File: src/rtl/min_9bit.sv
// min_9bit: registered minimum of two 9-bit sign-magnitude operands.
// One-cycle latency, back-to-back capable, asynchronous active-low reset.
module min_9bit (
  input  logic       clk,
  input  logic       rst_n,
  input  logic       in_valid,
  input  logic [8:0] inputA,
  input  logic [8:0] inputB,
  output logic [8:0] out,
  output logic       out_valid,
  output logic       sel_b
);

  logic [7:0] mag_a;
  logic [7:0] mag_b;
  logic       neg_a;
  logic       neg_b;
  logic       pick_b;

  assign mag_a = inputA[7:0];
  assign mag_b = inputB[7:0];

  // -0 carries no weight: a zero magnitude is never treated as negative
  assign neg_a = inputA[8] & (mag_a != 8'd0);
  assign neg_b = inputB[8] & (mag_b != 8'd0);

  // Ties, including +0/-0 pairs, fall through to A
  always_comb begin
    pick_b = 1'b0;
    unique case (1'b1)
      neg_a & ~neg_b:  pick_b = 1'b0;
      ~neg_a & neg_b:  pick_b = 1'b1;
      neg_a & neg_b:   pick_b = mag_b > mag_a;
      ~neg_a & ~neg_b: pick_b = mag_b < mag_a;
      default:         pick_b = 1'b0;
    endcase
  end

  always_ff @(posedge clk or negedge rst_n) begin
    if (!rst_n) begin
      out       <= 9'd0;
      sel_b     <= 1'b0;
      out_valid <= 1'b0;
    end else if (in_valid) begin
      out       <= pick_b ? inputB : inputA;
      sel_b     <= pick_b;
      out_valid <= 1'b1;
    end else begin
      out_valid <= 1'b0;
    end
  end

endmodule

File: config.mk
export PLATFORM = sky130hd
export DESIGN_NAME = min_9bit
export DESIGN_NICKNAME = d
export VERILOG_FILES = /design/src/rtl/min_9bit.sv
export SDC_FILE = /design/constraint.sdc
export NUM_CORES = 1
export LEC_CHECK = 0
export ABC_AREA = 0
export CELL_PAD_IN_SITES_DETAIL_PLACEMENT = 0
export CELL_PAD_IN_SITES_GLOBAL_PLACEMENT = 2
export CORE_MARGIN = 3
export CORE_UTILIZATION = 25
export CTS_BUF_LIST = sky130_fd_sc_hd__clkbuf_2 sky130_fd_sc_hd__clkbuf_4 sky130_fd_sc_hd__clkbuf_8
export CTS_CLUSTER_DIAMETER = 30
export CTS_CLUSTER_SIZE = 8
export DETAILED_ROUTE_END_ITERATION = 16
export PLACE_DENSITY = 0.84
export SLEW_MARGIN = 10
export SYNTH_ARGS = -nofsm -noshare
export SYNTH_HDL_FRONTEND = slang
export SYNTH_SLANG_ARGS = --single-unit
File: constraint.sdc
create_clock -name clk -period 0.9 [get_ports clk]
set_clock_uncertainty 0.2 [all_clocks]
set_input_delay 0.135 -clock clk [delete_from_list [all_inputs] [get_ports clk]]
set_output_delay 0.135 -clock clk [all_outputs]
set_load 0.05 [all_outputs]
Word level (Yosys, flattened, before mapping)

Index checks and enable logic that the tools add are counted.

Register bits after elaboration: 11
Latch bits: 0
Memory bits (writable): 0
Memory bits (read-only): 0
Input port bits: 21
Output and inout bits: 11
Memories: 0

$add $sub $neg: 0
Multipliers: 0
Divide/modulo/power cells: 0
$lt $le $gt $ge: 2
Eq/ne operators: 0
Shifts and indexed selects: 0
Muxes and demuxes: 3
Bitwise gates (word level): 7
Reductions and logical operators: 2

Operators with widths:

| cell                               | count |
|---|---|
| nonzero test 8 bit                 | 2 |
| two-way mux 9 bit                  | 1 |
| greater-than comparator 8 bit      | 1 |
| less-than comparator 8 bit         | 1 |
| bitwise AND 1 bit                  | 5 |
| one-hot mux 1 bit (3 select lines) | 1 |
| inverter 1 bit                     | 2 |
| two-way mux 1 bit                  | 1 |

Logic depth before layout (Yosys ltp)

Word-level depth: 6
Depth in mapped cells: 8

Worst setup path before layout

No wires, ideal clock.

Path type: in2reg
Start point: input inputA[5]
End point: register out[0]
Arrival time: 1,672 ps
Path slack: -1,109 ps
Stages: 8
Path buffers: 0
Cells stage by stage: inv_1 ha_1 a211o_1 a21oi_2 nor2_2 o32ai_4 mux2i_1 a21oi_1

Longest elaborated chain between the ends: 6

Ends and longest elaborated chain:

| element                                                                            | line | source |
|---|---|---|
| from (decl)                                                                        | 7    | `input logic [8:0] inputA,` |
| parallel branches: the longest is 4 deep, another holds less-than comparator 8 bit | -    |  |
| one-hot mux 1 bit (3 select lines) *                                               | 30   | `unique case (1'b1)` |
| two-way mux 9 bit *                                                                | 45   | `out <= pick_b ? inputB : inputA;` |
| to (signal assigned)                                                               | 45   |  |
| to (decl)                                                                          | 9    | `output logic [8:0] out,` |

Mark *: on every way between the ends.
A chain may end at the register's enable or synchronous reset.

Final worst setup path

Start point: input inputA[1]
End point: register out[3]

Same word-level chain as after synthesis.

==> results.txt <==
----------------------------------------------------
[Status]
  Outcome ... finished with violations
  Violated checks ... negative hold slack, negative setup slack

[Clocking]
  Bufs on Longest Clock Path ... 2
  Clock tree sinks ... 11
  Number of H-tree branching levels ... 1
  Clock root cell ... sky130_fd_sc_hd__clkbuf_4
  Post-CTS clock slew at the launch and capture registers of the worst setup and hold paths ... 0.07 ns
  Clock Latency Late Sink ... 0.26 ns
  TritonCTS clock tree ... built
  Cts bufs inserted ... 3

[Worst setup path]
  Slowest-stage cell, CP ... sky130_fd_sc_hd__o32ai_4
  Worst Setup Path Type ... input port to register
  Cells traversed along the worst timing path ... buf_8 > inv_4 > ha_4 > nor2b_4 > o211ai_1 > a21oi_4 > o32ai_4 > buf_12 > mux2i_4 > a21oi_2
  Sort of element at the end of the critical path ... register
  Worst EP required ... 0.86 ns
  Biggest cell delay along the critical path ... 0.33 ns
  Element type at the critical path start ... input port
  CP arrival ... 1.82 ns
  Critical Path Fanout Max ... 5

[Power]
  Power per Cell Area ... 1330 mW/mm2
  Leakage power of the design ... 0.729 nW
  Maximum vdd drop ... 0.430 mV

[Route]
  Drt wl/cell ... 12.4 um
  DRT antenna net count ... 0
  Total Routed Length ... 2340 um
  Via Count ... 851
  Final routed DRC violation total ... 0
  1st-pass router iterations ... 3
  Via density per instance ... 4.53
  Number of DRC markers after the initial detailed-route iteration ... 14

[Cells and area]
  Share of layout cells above drive strength 1 ... 68.1%
  Number of nets in the final layout ... 174
  Layout fillers ... 269
  Area added between synthesis and finish ... 107%
  Total inserted antenna cells ... 0
  Area used by multi-input combinational logic ... 682 um2
  Final core utilization ... 54.6%
  Total area of sequential cells ... 284 um2

[Synth]
  Leading register cell type out of synthesis ... sky130_fd_sc_hd__dfrtp_1
  Instance count of the mapped netlist ... 88
  Count of flip-flops with a built-in enable after synthesis ... 0
  Share of the yosys chip area belonging to registers ... 33.9%
  Nets in the synthesized netlist ... 117
  Fraction of the mapped netlist area in simple logic gates ... 22.0%
  Proportion of synthesized area in mux cells ... 6.16%
  Largest family of logic cells by synthesized area ... simple AND/OR/NAND/NOR gates
  Fraction of the mapped netlist area in compound gates ... 19.6%
  Total number of yosys warnings ... 0
  Share of flip-flops with an asynchronous set or reset after synthesis ... 100%
  Mean Syn Cell Area ... 9.23 um2
  Count of different cell masters after synthesis ... 28
  Synth Area in Adders ... 12.3%
  Syn Std Cell Area ... 812 um2
  Seq cells post-synth ... 11
  Area share of xor/xnor cells in the synthesized design ... 0%

[Timing]
  Post-Route Setup TNS ... -12.09 ns
  RSZ-0062 raised after global routing ... yes
  Final setup violation count ... 21
  Slew at the pin with the worst max-slew slack ... 0.358 ns
  Slack of the critical path ... -0.962 ns
  Worst hold margin ... -0.0630 ns
  Relative slew slack ... 76.0%
  Number of failing hold endpoints at the final stage ... 14
  Achievable frequency ... 537 MHz
  Pins over their slew limit ... 0
  Share of the clock period used by the worst path after layout ... 207%
  Shortest clock period the worst path allows after layout ... 1.86 ns

[Global route]
  Maximum number of pins on one net before global-route repair ... 12
  Total grt overflow ... 0
  Global-route wire length before repair ... 3860 um
  Number of antenna violations at the first check in global routing ... 0
  Vias in the first global route ... 836
  Overall track demand over capacity in global routing ... 12.0%

[Placed design]
  Post-Place Worst Slack ... -1.68 ns
  Total half-perimeter wirelength after legalization and detailed placement ... 1770 um
  Number of port buffers ... 31
  GPL Wtd Cong ... 0.809

[Die]
  Initial core utilization ... 26.4%
  Number of top-level design ports ... 32
  Die height ... 63.0 um
  Area of the die ... 0.00397 mm2
  Die width ... 63.0 um
  Number of cell rows ... 20
  Placeable core region ... 0.00308 mm2

[Worst hold path]
  Tightest Hold Check Type ... input port to register

[Run]
  Number of maximum-capacitance violations ... 0

----------------------------------------------------
==> final timing paths <==
path                       startpoint         to  slack (ns)  cells after the start
max in group asynchronous       rst_n  out_valid        0.39                      2
min in group asynchronous       rst_n     out[7]       -0.01                      2
min reg2reg                    out[8]     out[8]        0.36                      2
max                         inputA[1]     out[3]       -0.96                     10
max reg2reg                    out[3]     out[3]       -0.12                      3
min                         inputA[5]     out[5]       -0.06                      3
==> sequential cells by signal, summed over array words and instances, names as in the netlist <==
signal	flops
out	9
out_valid	1
sel_b	1
==> per-layer routing <==
layer / global-route usage, % / routed length (um) / up-vias
li1: - / - / 432
met1: 14.7 / 998 / 399
met2: 20.9 / 1250 / 18
met3: 2.52 / 75 / 2
met4: 3.31 / 10 / 0
met5: 0 / 0 / -
==> what timing repair did <==
| item | CTS | global route |
|---|---|---|
| endpoints found under the hold margin | 14 | 3 |
| pin swaps | 24 | 21 |
| resized for setup | 80 | 27 |
| gates cloned | 1 | 0 |
| buffers inserted | 5 | 3 |
| endpoints found under the setup margin | 21 | 21 |
==> final cells by class <==
cell class	instances	share of cell area (%)
clock buffers	4	1.79
inverters	11	3.20
multi-input cells	64	40.6
flip-flops and latches	11	16.9
well taps	44	3.28
repair buffers	54	34.2
==> per-stage QoR <==
step | std cells | total power, mW | instance area [um2]
after floorplan | 88 | 1.13 | 861
after global placement | 176 | 1.71 | 1470
after detailed placement | 176 | 1.72 | 1470
after CTS | 186 | 2.20 | 1640
after global routing | 188 | 2.35 | 1680
final | 188 | 2.24 | 1680
==> cell usage in the layout (no fill, tap or decap), types with 2 or more instances in the layout <==
| cell | n |
|---|---|
| sky130_fd_sc_hd__buf_4 | 20 |
| sky130_fd_sc_hd__buf_12 | 13 |
| sky130_fd_sc_hd__nor2_1 | 9 |
| sky130_fd_sc_hd__buf_2 | 7 |
| sky130_fd_sc_hd__dfrtp_2 | 7 |
| sky130_fd_sc_hd__ha_4 | 6 |
| sky130_fd_sc_hd__inv_1 | 5 |
| sky130_fd_sc_hd__clkbuf_2 | 5 |
| sky130_fd_sc_hd__or3b_1 | 4 |
| sky130_fd_sc_hd__a31oi_1 | 4 |
| sky130_fd_sc_hd__clkbuf_4 | 4 |
| sky130_fd_sc_hd__clkdlybuf4s50_1 | 4 |
| sky130_fd_sc_hd__dfrtp_1 | 4 |
| sky130_fd_sc_hd__inv_2 | 3 |
| sky130_fd_sc_hd__nand4_1 | 3 |
| sky130_fd_sc_hd__a21oi_2 | 3 |
| sky130_fd_sc_hd__nand2_1 | 3 |
| sky130_fd_sc_hd__a21oi_1 | 3 |
| sky130_fd_sc_hd__buf_6 | 3 |
| sky130_fd_sc_hd__inv_4 | 2 |
| sky130_fd_sc_hd__nor4_2 | 2 |
| sky130_fd_sc_hd__mux2i_2 | 2 |
| sky130_fd_sc_hd__mux2i_1 | 2 |
| sky130_fd_sc_hd__nand2_4 | 2 |
| sky130_fd_sc_hd__buf_8 | 2 |
==> critical path, delay by kind of cell <==
family	cells	cell delay (ns)
compound gates	4	0.84
fa+ha+maj	1	0.19
buf+inv	3	0.31
mux	1	0.23
simple gates	1	0.12
==> logic make-up (layout without fill, tap and decap cells) <==
group,count (synthesis),in the layout
AO/OA/AOI/OAI,19,19
buffers and inverters,13,69
AND/OR/NAND/NOR,32,32
multiplexers,5,5
adder cells (fa/ha/maj),8,8
flip-flops,11,11
==> Yosys cell counts (2+ instances only) <==
cell type                  instances  share of area (%)
sky130_fd_sc_hd__dfrtp_1          11                 34
sky130_fd_sc_hd__inv_1            11                5.1
sky130_fd_sc_hd__nor2_1           10                4.6
sky130_fd_sc_hd__ha_1              8                 12
sky130_fd_sc_hd__nand2_1           6                2.8
sky130_fd_sc_hd__a21oi_1           5                3.1
sky130_fd_sc_hd__mux2i_1           5                6.2
sky130_fd_sc_hd__a31oi_1           4                3.1
sky130_fd_sc_hd__or3b_1            4                4.3
sky130_fd_sc_hd__nand4_1           3                2.3
sky130_fd_sc_hd__a21oi_2           2                2.2
sky130_fd_sc_hd__clkbuf_1          2               0.92
sky130_fd_sc_hd__nor4_1            2                1.5
==> report_power, final <==
group          total, mW  internal, mW  leakage, nW  switching, mW
combinational       1.23         0.647        0.593          0.587
clock              0.363         0.202       0.0184          0.162
sequential         0.644         0.570        0.118         0.0737
total               2.24          1.42        0.729          0.822
Power figures use the tool's default switching activity.
